### config.mk
export PLATFORM = sky130hd
export DESIGN_NAME = arbitrated_ram_flat
export DESIGN_NICKNAME = d
export VERILOG_FILES = /design/src/rtl/arbitrated_ram_pkg.sv /design/src/rtl/arbitrated_ram_if.sv /design/src/rtl/arbitrated_ram_rr_arbiter.sv /design/src/rtl/arbitrated_ram.sv /design/src/flat_wrapper.sv
export SDC_FILE = /design/constraint.sdc
export NUM_CORES = 1
export LEC_CHECK = 0
export ABC_AREA = 1
export BUFFER_PORTS_ARGS = -buffer_cell sky130_fd_sc_hd__buf_2
export CAP_MARGIN = 30
export CORE_ASPECT_RATIO = 1.25
export CORE_UTILIZATION = 40
export DETAILED_ROUTE_END_ITERATION = 16
export GPL_TIMING_DRIVEN = 0
export REMOVE_ABC_BUFFERS = 1
export SYNTH_ARGS = -nofsm -noshare
export SYNTH_HDL_FRONTEND = slang
export SYNTH_SLANG_ARGS = --single-unit
### constraint.sdc
create_clock -name clk -period 4.2 [get_ports clk]
set_input_delay 0.84 -clock clk [delete_from_list [all_inputs] [get_ports clk]]
set_output_delay 0.84 -clock clk [all_outputs]
set_load 0.005 [all_outputs]
### src/rtl/arbitrated_ram_pkg.sv
// Shared types and helpers for the arbitrated register-file RAM.
package arbitrated_ram_pkg;

    typedef logic [0:0] state_t;

    localparam state_t IDLE   = 1'b0;
    localparam state_t ACCESS = 1'b1;

    // Upper bound on requester count supported by the one-hot helper.
    localparam int MAX_PORTS = 32;

    function automatic logic [MAX_PORTS-1:0] onehot(input int idx);
        return MAX_PORTS'(1) << idx;
    endfunction

    function automatic int idx_w(input int n);
        return (n <= 1) ? 1 : $clog2(n);
    endfunction

endpackage

### src/rtl/arbitrated_ram_if.sv
// Request/response bundle between the requesters and arbitrated_ram.
// Carries wstrb only when ARBITRATED_RAM_BYTE_MASK_EN is defined.
interface arbitrated_ram_if #(
    parameter int WIDTH   = 8,
    parameter int N_PORTS = 2,
    parameter int ADDR_W  = 5
);
    logic [N_PORTS-1:0]        req;
    logic [N_PORTS-1:0]        we;
    logic [N_PORTS*ADDR_W-1:0] addr;
    logic [N_PORTS*WIDTH-1:0]  wdata;
`ifdef ARBITRATED_RAM_BYTE_MASK_EN
    logic [N_PORTS*(WIDTH/8)-1:0] wstrb;
`endif
    logic [N_PORTS-1:0]        gnt;
    logic [N_PORTS-1:0]        rvalid;
    logic [WIDTH-1:0]          rdata;
    logic                      err;

`ifdef ARBITRATED_RAM_BYTE_MASK_EN
    modport master (output req, we, addr, wdata, wstrb, input gnt, rvalid, rdata, err);
    modport slave  (input req, we, addr, wdata, wstrb, output gnt, rvalid, rdata, err);
`else
    modport master (output req, we, addr, wdata, input gnt, rvalid, rdata, err);
    modport slave  (input req, we, addr, wdata, output gnt, rvalid, rdata, err);
`endif

endinterface

### src/rtl/arbitrated_ram_rr_arbiter.sv
// Combinational round-robin selector: search starts one past the pointer.
module rr_arbiter
    import arbitrated_ram_pkg::*;
#(
    parameter  int N_PORTS = 2,
    localparam int IW      = idx_w(N_PORTS)
) (
    input  logic [N_PORTS-1:0] req,
    input  logic [IW-1:0]      pointer,
    output logic [IW-1:0]      winner,
    output logic               any
);

    logic [IW:0] cand;

    always_comb begin
        winner = '0;
        any    = 1'b0;
        cand   = '0;
        for (int i = 1; i <= N_PORTS; i++) begin
            cand = {1'b0, pointer} + (IW+1)'(i);
            if (cand >= (IW+1)'(N_PORTS))
                cand = cand - (IW+1)'(N_PORTS);
            if (!any && req[cand[IW-1:0]]) begin
                any    = 1'b1;
                winner = cand[IW-1:0];
            end
        end
    end

endmodule

### src/rtl/arbitrated_ram.sv
// Single-bank register-file RAM shared by N_PORTS requesters via round-robin.
// Optional per-byte write strobes with ARBITRATED_RAM_BYTE_MASK_EN.
module arbitrated_ram
    import arbitrated_ram_pkg::*;
#(
    parameter int WIDTH   = 8,
    parameter int DEPTH   = 32,
    parameter int N_PORTS = 2,
    parameter int ADDR_W  = $clog2(DEPTH)
) (
    input logic             clk,
    input logic             reset,
    arbitrated_ram_if.slave bus
);

    localparam int IW = idx_w(N_PORTS);
`ifdef ARBITRATED_RAM_BYTE_MASK_EN
    localparam int NB = WIDTH / 8;
`endif

    state_t             state;
    logic [IW-1:0]      ptr;
    logic [IW-1:0]      win;
    logic               any;

    logic               sel_we;
    logic [ADDR_W-1:0]  sel_addr;
    logic [WIDTH-1:0]   sel_wdata;

    logic [IW-1:0]      win_p1;
    logic               we_p1;
    logic [ADDR_W-1:0]  addr_p1;
    logic [WIDTH-1:0]   wdata_p1;
`ifdef ARBITRATED_RAM_BYTE_MASK_EN
    logic [NB-1:0]      sel_wstrb;
    logic [NB-1:0]      wstrb_p1;
`endif

    logic [N_PORTS-1:0] gnt_q;
    logic [N_PORTS-1:0] rvalid_q;
    logic [WIDTH-1:0]   rdata_q;
    logic               err_q;

    logic [WIDTH-1:0]   mem [DEPTH];
    logic               oor;
    logic [WIDTH-1:0]   cur_word;
    logic [WIDTH-1:0]   wr_word;

    rr_arbiter #(.N_PORTS(N_PORTS)) u_arb (
        .req     (bus.req),
        .pointer (ptr),
        .winner  (win),
        .any     (any)
    );

    always_comb begin
        sel_we    = 1'b0;
        sel_addr  = '0;
        sel_wdata = '0;
`ifdef ARBITRATED_RAM_BYTE_MASK_EN
        sel_wstrb = '0;
`endif
        for (int p = 0; p < N_PORTS; p++) begin
            if (win == IW'(p)) begin
                sel_we    = bus.we[p];
                sel_addr  = bus.addr[p*ADDR_W +: ADDR_W];
                sel_wdata = bus.wdata[p*WIDTH +: WIDTH];
`ifdef ARBITRATED_RAM_BYTE_MASK_EN
                sel_wstrb = bus.wstrb[p*NB +: NB];
`endif
            end
        end
    end

    // Stage p1: winner's request captured on the grant edge
    always_ff @(posedge clk) begin
        if (state == IDLE && any) begin
            win_p1   <= win;
            we_p1    <= sel_we;
            addr_p1  <= sel_addr;
            wdata_p1 <= sel_wdata;
`ifdef ARBITRATED_RAM_BYTE_MASK_EN
            wstrb_p1 <= sel_wstrb;
`endif
        end
    end

    assign oor      = ({1'b0, addr_p1} >= (ADDR_W+1)'(DEPTH));
    assign cur_word = oor ? '0 : mem[addr_p1];

    always_comb begin
        wr_word = wdata_p1;
`ifdef ARBITRATED_RAM_BYTE_MASK_EN
        for (int b = 0; b < NB; b++) begin
            if (!wstrb_p1[b])
                wr_word[b*8 +: 8] = cur_word[b*8 +: 8];
        end
`endif
    end

    always_ff @(posedge clk or negedge reset) begin
        if (!reset) begin
            for (int i = 0; i < DEPTH; i++)
                mem[i] <= '0;
        end else if (state == ACCESS && we_p1 && !oor) begin
            mem[addr_p1] <= wr_word;
        end
    end

    // Stage p2: completion pulses, read data and pointer update
    always_ff @(posedge clk or negedge reset) begin
        if (!reset) begin
            state    <= IDLE;
            ptr      <= IW'(N_PORTS - 1);
            gnt_q    <= '0;
            rvalid_q <= '0;
            rdata_q  <= '0;
            err_q    <= 1'b0;
        end else begin
            gnt_q    <= '0;
            rvalid_q <= '0;
            err_q    <= 1'b0;
            case (state)
                IDLE: begin
                    if (any) begin
                        gnt_q <= N_PORTS'(onehot(int'(win)));
                        state <= ACCESS;
                    end
                end
                default: begin
                    ptr   <= win_p1;
                    state <= IDLE;
                    err_q <= oor;
                    if (!we_p1) begin
                        rvalid_q <= N_PORTS'(onehot(int'(win_p1)));
                        rdata_q  <= cur_word;
                    end
                end
            endcase
        end
    end

    assign bus.gnt    = gnt_q;
    assign bus.rvalid = rvalid_q;
    assign bus.rdata  = rdata_q;
    assign bus.err    = err_q;

endmodule
### src/flat_wrapper.sv
// flat-port wrapper written by rule: the top's interface ports become plain ports
module arbitrated_ram_flat import arbitrated_ram_pkg::*;
#(
    parameter int WIDTH   = 8,
    parameter int DEPTH   = 32,
    parameter int N_PORTS = 2,
    parameter int ADDR_W  = $clog2(DEPTH)
)
  (clk, reset, bus_req, bus_we, bus_addr, bus_wdata, bus_gnt, bus_rvalid, bus_rdata, bus_err);
  arbitrated_ram_if #(.WIDTH(WIDTH), .N_PORTS(N_PORTS), .ADDR_W(ADDR_W)) bus_i ();
  input logic clk;
  input logic reset;
  input wire logic [$bits(bus_i.req)-1:0] bus_req;
  input wire logic [$bits(bus_i.we)-1:0] bus_we;
  input wire logic [$bits(bus_i.addr)-1:0] bus_addr;
  input wire logic [$bits(bus_i.wdata)-1:0] bus_wdata;
  output wire logic [$bits(bus_i.gnt)-1:0] bus_gnt;
  output wire logic [$bits(bus_i.rvalid)-1:0] bus_rvalid;
  output wire logic [$bits(bus_i.rdata)-1:0] bus_rdata;
  output wire logic [$bits(bus_i.err)-1:0] bus_err;
  assign bus_i.req = bus_req;
  assign bus_i.we = bus_we;
  assign bus_i.addr = bus_addr;
  assign bus_i.wdata = bus_wdata;
  assign bus_gnt = bus_i.gnt;
  assign bus_rvalid = bus_i.rvalid;
  assign bus_rdata = bus_i.rdata;
  assign bus_err = bus_i.err;
  arbitrated_ram #(.WIDTH(WIDTH), .DEPTH(DEPTH), .N_PORTS(N_PORTS), .ADDR_W(ADDR_W)) u_core (.clk(clk), .reset(reset), .bus(bus_i));
endmodule
==> out/results.txt, run 1 <==
Status -> finished clean
WP data required -> 4.62 ns
Worst-Margin Slew -> 0.946 ns
Fillers -> 3187
Post-synthesis mux area share -> 0%
GRT Residual Overflow -> 0
Final WL -> 34900 um
XOR/XNOR Fraction of Synth Area -> 0%
Post-CTS setup repair buffer count -> 0
Layout Nets -> 1733
Hold WC Path Type -> input port to asynchronous set/reset pin
Crit path max fanout -> 73
Vias per cell -> 5.05
Vias in the first global route -> 10400
Multi-input logic area -> 0.00531 mm^2
Initial Util -> 40.8%
IO Pins -> 45
CP Capture Type -> register
Clock Skews -> 0.0177 ns
Hold buffer count at cts -> 0
Synth warn -> 0
PortBufs -> 43
Synthesized-area fraction occupied by adder cells -> 0%
Initial DRC count -> 765
Gpl congestion -> 0.800
GR Util All Layers -> 21.9%
Pre-CTS WS -> 0.682 ns
Antenna Nets Post-Route -> 0
Clk slew on worst S/H paths -> 0.06 ns
Core Area -> 0.0320 mm^2
TritonCTS buffer count -> 31
CTS root buf -> clkbuf_16
CTS tree -> built
Vias -> 10800
Peak supply drop -> 0.296 mV
Die Y -> 204 um
Synth unique cells -> 21
Clock sink total -> 285
Slew Viols, Final -> 0
Lkg Pwr -> 7.57 nW
Seq. cell area -> 0.00721 mm^2
Crit path time final -> 3.55 ns
Pwr dens -> 535 mW/mm^2
Endpoints failing setup -> 0
Avg Cell Area, Syn -> 7.64 um^2
Critical setup path kind -> register to register
Period utilization -> 84.5%
Startpoint Class -> register
Slew HR -> 36.6%
Share of layout cells above drive strength 1 -> 7.83%
Row Count -> 73
Pin count of the biggest net entering global routing -> 93
Antenna cells -> 0
Htree depth -> 1
RSZ-0062 raised after global routing -> false
Dpl hpwl -> 21900 um
Core Util, Final -> 46.9%
Avg WL per Cell -> 16.3 um
CTS-repair resized insts -> 0
Fmax -> 282 MHz
Initial antenna violation count -> 0
Yosys reg bits -> 285
Final hold violations -> 0
Clk Latency, worst-skew pair -> 0.57 ns
First drt pass iteration count -> 5
First-pass GRT wire length -> 56800 um
CTS Buffer Depth -> 3
DRC -> 0
Post-synthesis sequential area ratio -> 55.2%
Compound-Gate Fraction of Synth Area -> 9.97%
Max capacitance violation total -> 0
Main combinational cell family by area after synthesis -> simple AND/OR/NAND/NOR gates
Area delta synth->final -> 14.9%
WP data arrival -> 3.96 ns
Final WS setup -> 0.653 ns
Syn Inst Count -> 1708
Die width -> 164 um
Simple-Gate Fraction of Synth Area -> 30.5%
Mapped Area -> 0.0131 mm^2
Full die area -> 0.0334 mm^2
## registers in the layout, summed over array words and instances (netlist names)
name and cells:
u_core.addr_p1 5, u_core.bus.rdata 8, u_core.ptr 1, u_core.win_p1 1, u_core.bus.gnt 2, u_core.mem 256, u_core.bus.rvalid 2, u_core.state 1
u_core.we_p1 1, u_core.wdata_p1 8
## critical path, stage by stage (launching register included)
cell,delay [ns]
edfxtp_1,0.81
buf_16,0.25
buf_16,0.17
clkinv_4,0.29
buf_16,0.36
nor3_4,0.62
nand2_1,0.50
nand2_1,0.18
o21ai_0,0.10
## area by class of cell
cell class / instances / area share (%)
sequential: 285 / 48.0
multi-input combinational: 1284 / 35.4
timing repair buffer: 69 / 5.51
clock buffer: 34 / 5.24
tap: 412 / 3.43
clock inverter: 23 / 1.61
inverter: 30 / 0.800
## final timing paths
path                            slack, ns              start  cells past startpoint                    to
worst max-delay path                 0.65  u_core.addr_p1[0]                      8       u_core.mem[114]
worst min-delay path                 0.29              reset                      1       u_core.mem[152]
worst max register to register       0.65  u_core.addr_p1[0]                      8       u_core.mem[114]
worst min register to register       0.42      u_core.win_p1                      1  u_core.bus.rvalid[0]
max in group asynchronous            2.98              reset                      2        u_core.mem[24]
min in group clk                     0.42      u_core.win_p1                      1  u_core.bus.rvalid[0]
## layer usage
metal	routed length [um]	vias up	GRT usage, %
li1	-	5365	-
met1	15800	5088	30.3
met2	16200	272	35.2
met3	1700	70	2.64
met4	1160	0	8.13
met5	0	-	0
## per-stage QoR
step | instance area, um^2 | setup TNS (ns) | hold WS (ns) | total power, W | instances
2_1_floorplan | 12600 | -302.45 | 0.406 | 0.00465 | 1599
3_3_place_gp | 13300 | -2025.75 | 0.418 | 0.00512 | 2054
3_5_place_dp | 14000 | 0 | 0.420 | 0.00531 | 2080
4_1_cts | 15000 | 0 | 0.328 | 0.00811 | 2137
5_1_grt | 15000 | 0 | 0.341 | 0.00852 | 2137
6_report | 15000 | 0 | 0.290 | 0.00804 | 2137
## cells by family after synthesis
| logic type | count (synthesis) |
|---|---|
| simple gates | 1023 |
| flops | 285 |
| compound gates | 260 |
| buf+inv | 139 |
| other cells | 1 |
## cells in the final DEF, fill, tap and decap left out, drive strengths merged
cell      netlist  final
dfrtp         269    269
dfstp           1      1
nand4           2      2
nor3           13     13
bufinv          0      5
a21oi           1      1
nand3          46     46
buf            31     69
o21ai         259    259
clkinvlp        0      1
clkinv          2     18
nor2           24     24
inv            28     29
or2             7      7
conb            1      1
clkbuf         78     34
nand2         931    931
edfxtp         15     15
## where the power goes
part / switching (W) / total (W) / internal (W)
combinational: 0.000937 / 0.00153 / 0.000596
clock: 0.00113 / 0.00278 / 0.00165
sequential: 0.000336 / 0.00372 / 0.00339
## cell usage after synthesis, drive strengths merged
library cell | count | share of area, %
nand3 | 46 | 1.8
dfrtp | 269 | 52
nand4 | 2 | 0.096
nor2 | 24 | 0.71
conb | 1 | 0.029
clkbuf | 78 | 2.2
clkinv | 2 | 0.058
o21ai | 259 | 9.9
or2 | 7 | 0.34
buf | 31 | 1.2
nand2 | 931 | 27
nor3 | 13 | 0.84
a21oi | 1 | 0.038
dfstp | 1 | 0.20
inv | 28 | 0.80
edfxtp | 15 | 3.4
Note: power is estimated with default switching activity, not from simulation.
==> run 2: changes to the inputs <==
- ABC_AREA: 1 -> 0
- clock period: 4.2 -> 3.6 ns (I/O delays scaled with it)
==> out/results.txt, run 2 <==
Clock Skews -> 0.0200 ns
Most frequent cells in the layout -> 269 x dfrtp_1, 259 x mux2_2, 48 x mux2i_1
DP Cell Count -> 1297
Status -> finished clean
CP Cell Sequence -> buf_16, nand4b_1, or3_1, mux2_4
Clock sink total -> 285
Biggest register -> u_core.mem
Hold WC Path Type -> input port to asynchronous set/reset pin
Fmax -> 310 MHz
GRT Residual Overflow -> 0
Routed length on met3 -> 906 um
Antenna cells -> 0
DRC -> 0
WP data required -> 4.05 ns
Max reg flops -> 256
CTS-repair resized insts -> 0
Avg WL per Cell -> 22.5 um
CTS root buf -> clkbuf_16
Peak supply drop -> 0.369 mV
Hold buffer count at cts -> 0
Post-synthesis sequential area ratio -> 54.3%
CTS tree -> built
Final WS setup -> 0.378 ns
Gpl congestion -> 0.713
Commonest cells in the netlist -> 269 x dfrtp_1, 259 x mux2_2, 48 x mux2i_1
Clk Latency, worst-skew pair -> 0.56 ns
Yosys reg bits -> 285
Sum Neg Setup Slack -> 0 ns
Post-CTS setup repair buffer count -> 0
Initial DRC count -> 496
Multi-input logic area -> 0.00568 mm^2
Layout Nets -> 942
Lkg Pwr -> 6.92 nW
Crit path time final -> 3.22 ns
PnR Total Power -> 0.00921 W
First-pass GRT wire length -> 48700 um
Max Used Layer -> met4
Most common cell in the synthesized netlist -> dfrtp_1
Critical setup path kind -> register to register
Area delta synth->final -> 14.8%
Die Y -> 206 um
Dominant synthesized flop cell -> dfrtp_1
WP data arrival -> 3.67 ns
Max capacitance violation total -> 0
GR Util All Layers -> 19.2%
Slew HR -> 36.0%
CTS Buffer Depth -> 3
Endpoints failing setup -> 0
TritonCTS buffer count -> 29
Vias per cell -> 5.51
Crit path max fanout -> 16
Dpl hpwl -> 20600 um
WL met1 -> 13600 um
Antenna Nets Post-Route -> 0
Pre-CTS WS -> 0.375 ns
Met2 routed WL -> 15300 um
Slew Viols, Final -> 0
Core Util, Final -> 46.6%
Dominant cell type by area after synthesis -> dfrtp_1
Final hold violations -> 0
CP peak stage delay -> 0.89 ns
Slowest cell on the critical path -> edfxtp_1
Share of layout cells above drive strength 1 -> 51.0%
RSZ-0062 raised after global routing -> false
Pin count of the biggest net entering global routing -> 116
Vias -> 7442
PortBufs -> 43
Fillers -> 2866
Largest cells by area after synthesis -> dfrtp_1 51%, mux2_2 22%, mux4_2 6.4%
Post-Layout Cell Count -> 1351
Ys async rst share -> 94.7%
Initial antenna violation count -> 0
IO Pins -> 45
Seq. cell area -> 0.00721 mm^2
Avg Cell Area, Syn -> 15.2 um^2
Clk slew on worst S/H paths -> 0.06 ns
Startpoint Class -> register
Synth top area share -> 50.7%
First drt pass iteration count -> 4
Pwr dens -> 604 mW/mm^2
Final WL -> 30500 um
Synth warn -> 0
Initial Util -> 40.6%
Post-synth EDFFs -> 15
Worst-Margin Slew -> 0.959 ns
Row Count -> 74
Leading cell type in the layout, fill and taps excluded -> dfrtp_1
Syn Inst Count -> 874
Die width -> 165 um
CP Capture Type -> register
Mapped Area -> 0.0133 mm^2
Htree depth -> 1
Full die area -> 0.0339 mm^2
Period utilization -> 89.5%
Vias in the first global route -> 7833
Core Area -> 0.0327 mm^2
Synth unique cells -> 62
[run 2: cell types whose count changed after synthesis, moves of 16 or more]
cell,previous run,this run
clkbuf_1,78,31
inv_1,27,2
mux2_2,0,259
mux2_4,0,16
mux2i_1,0,48
mux4_2,0,38
nand2_1,931,7
nand3_1,46,0
o21ai_0,259,2
[run 2: routing by layer]
layer / GRT usage (%) / vias up
met2: 31.8 / 113
li1: - / 3341
met4: 5.34 / 0
met5: 0 / -
met1: 26.0 / 3950
met3: 2.80 / 38
[run 2: final cells by class]
class / count / share of cell area [%]
clock buffers: 41 / 5.58
clock inverters: 13 / 0.681
inverters: 2 / 0.0492
multi-input cells: 523 / 37.3
flip-flops and latches: 285 / 47.3
well taps: 418 / 3.43
repair buffers: 69 / 5.69
[run 2: final timing paths]
| kind | start | endpoint | slack [ns] | cells past startpoint |
|---|---|---|---|---|
| setup / recovery | u_core.addr_p1[1] | u_core.mem[200] | 0.38 | 4 |
| hold reg to reg | u_core.win_p1 | u_core.bus.rvalid[0] | 0.46 | 1 |
| max in group asynchronous | reset | u_core.mem[96] | 2.12 | 3 |
| setup reg to reg | u_core.addr_p1[1] | u_core.mem[200] | 0.38 | 4 |
| hold / removal | reset | u_core.mem[194] | 0.1 | 1 |
| min in group clk | bus_addr[0] | u_core.addr_p1[0] | 0.45 | 2 |
[run 2: power breakdown]
group / internal [W] / switching [W]
Combinational: 0.00107 / 0.000722
Sequential: 0.00398 / 0.000439
Clock: 0.00172 / 0.00128
[run 2: worst max-delay path, delay by kind of cell, from the launching register on]
kind	cells	cell delay [ns]
and+or+nand+nor	2	1.54
muxes	1	0.40
DFF	1	0.89
buffers and inverters	1	0.25
[run 2: kinds of logic (layout without fill, tap and decap cells)]
family | Yosys count | count (layout) | synth area share, %
multiplexers | 362 | 362 | 33.9
flip-flops | 285 | 285 | 54.3
AND/OR/NAND/NOR | 101 | 101 | 5.43
buffers and inverters | 66 | 125 | 2.94
AO/OA/AOI/OAI | 59 | 59 | 3.40
other | 1 | 1 | 0.0282
[run 2: stage by stage]
step | area [um^2] | hold slack, ns
finish | 15200 | 0.0951
global route | 15200 | 0.145
CTS | 15200 | 0.109
detailed placement | 14300 | 0.451
global placement | 13600 | 0.442
floorplan | 12900 | 0.413
==> run 3: changes to the inputs <==
- ABC_AREA: 0 -> 1
==> out/results.txt, run 3 (synthesized netlist as in run 1, its figures left out) <==
Dpl hpwl -> 21900 um
Initial antenna violation count -> 0
Row Count -> 73
Peak supply drop -> 0.350 mV
Slew Viols, Final -> 0
Initial Util -> 40.8%
Avg WL per Cell -> 16.3 um
Clk slew on worst S/H paths -> 0.07 ns
Pwr dens -> 624 mW/mm^2
Clk pwr share -> 34.6%
Die Y -> 204 um
Final WL -> 35000 um
Most frequent cells in the layout -> 931 x nand2_1, 269 x dfrtp_1, 259 x o21ai_0
CTS-repair resized insts -> 0
Hold buffer count at cts -> 0
Die width -> 164 um
Clock Skews -> 0.0192 ns
Leading cell type in the layout, fill and taps excluded -> nand2_1
Sw Ratio -> 29.9%
Combinational power share -> 19.2%
Worst Setup SP -> u_core.addr_p1[1]
P_sw -> 0.00281 W
Final WS setup -> 0.328 ns
WP data arrival -> 3.78 ns
Htree depth -> 1
Vias -> 10900
CP Capture Type -> register
Sum Neg Setup Slack -> 0 ns
WP data required -> 4.11 ns
Hold WC Path Type -> input port to asynchronous set/reset pin
Final hold violations -> 0
Share of layout cells above drive strength 1 -> 7.93%
Layout Nets -> 1735
PnR Total Power -> 0.00938 W
Initial DRC count -> 729
Vias per cell -> 5.09
Lkg Pwr -> 7.58 nW
Crit path max fanout -> 46
R2R Path Start -> u_core.addr_p1[1]
Fillers -> 3186
Max reg flops -> 256
CTS Buffer Depth -> 3
Pre-CTS WS -> 0.0817 ns
Pin count of the biggest net entering global routing -> 93
Worst-Margin Slew -> 0.961 ns
Clock sink total -> 285
Critical setup path kind -> register to register
Core Area -> 0.0320 mm^2
TritonCTS buffer count -> 31
CTS tree -> built
Gpl congestion -> 0.800
DRC -> 0
Startpoint Class -> register
Area delta synth->final -> 15.1%
Vias in the first global route -> 10400
GRT Residual Overflow -> 0
Seq pwr share -> 46.2%
CTS root buf -> clkbuf_16
Antenna Nets Post-Route -> 0
IO Pins -> 45
Slew HR -> 35.6%
Post-CTS setup repair buffer count -> 0
Core Util, Final -> 47.0%
Clk Latency, worst-skew pair -> 0.57 ns
RSZ-0062 raised after global routing -> false
First drt pass iteration count -> 7
Crit path time final -> 3.27 ns
First-pass GRT wire length -> 56800 um
GR Util All Layers -> 21.9%
Fmax -> 306 MHz
Status -> finished clean
Max capacitance violation total -> 0
Internal power -> 0.00657 W
PortBufs -> 43
Biggest register -> u_core.mem
Period utilization -> 90.9%
Full die area -> 0.0334 mm^2
Endpoints failing setup -> 0
-- run 3: cell types whose count changed in the layout (fill, tap and decap cells not counted), sizes merged, moves of 10 or more --
cell and delta:
nand2 +919, mux2 -276, o21ai +256, mux2i -48
nand3 +43, mux4 -38, inv +25, nor2 -11
a22oi -10
-- run 3: final timing paths --
path | cells after the start | end | slack [ns]
min in group clk | 3 | u_core.addr_p1[1] | 0.41
worst max register to register | 13 | u_core.bus.rdata[0] | 0.33
worst min-delay path | 1 | u_core.mem[152] | 0.18
max in group asynchronous | 2 | u_core.mem[24] | 2.49
worst min register to register | 1 | u_core.bus.rvalid[0] | 0.42
worst max-delay path | 13 | u_core.bus.rdata[0] | 0.33
-- run 3: power by group through the flow --
stage | Combinational [W] | Sequential, W | Clock, W
6_report | 0.00180 | 0.00434 | 0.00325
4_1_cts | 0.00182 | 0.00433 | 0.00331
5_1_grt | 0.00209 | 0.00443 | 0.00343
2_1_floorplan | 0.00109 | 0.00433 | 0
3_5_place_dp | 0.00181 | 0.00438 | 0
3_3_place_gp | 0.00153 | 0.00443 | 0
-- run 3: per-stage QoR --
stage	hold slack [ns]	instances	area, um^2
after floorplan	0.406	1599	12600
after global placement	0.418	2054	13300
after detailed placement	0.420	2080	14000
after CTS	0.208	2137	15000
after global routing	0.221	2139	15000
final	0.180	2140	15000
-- run 3: area by class of cell --
| class | instances | area [um^2] | share of cell area, % |
|---|---|---|---|
| Clock buffer | 34 | 787 | 5.24 |
| Multi-Input combinational cell | 1284 | 5310 | 35.3 |
| Clock inverter | 23 | 241 | 1.61 |
| Antenna cell | 1 | 2.50 | 0.0167 |
| Timing Repair Buffer | 71 | 842 | 5.60 |
| Sequential cell | 285 | 7210 | 48.0 |
| Tap cell | 412 | 515 | 3.43 |
| Inverter | 30 | 120 | 0.799 |
-- run 3: metal layers --
metal	up-vias	wire, um	part of all wire, %	global-route usage, %
li1	5374	-	-	-
met1	5174	16000	46	30.3
met2	269	16200	46	35.2
met3	69	1670	4.8	2.64
met4	0	1130	3.2	8.13
met5	-	0	0	0
-- run 3: worst max-delay path: stages, from the launching register on --
cell      delay [ns]
edfxtp_1        0.89
buf_16          0.25
buf_16          0.18
inv_4           0.17
buf_16          0.24
nor2_2          0.63
nand2_1         0.10
nand2_1         0.08
o21ai_0         0.14
nand2_1         0.12
inv_1           0.07
nand3_1         0.15
nand2_1         0.07
inv_1           0.05
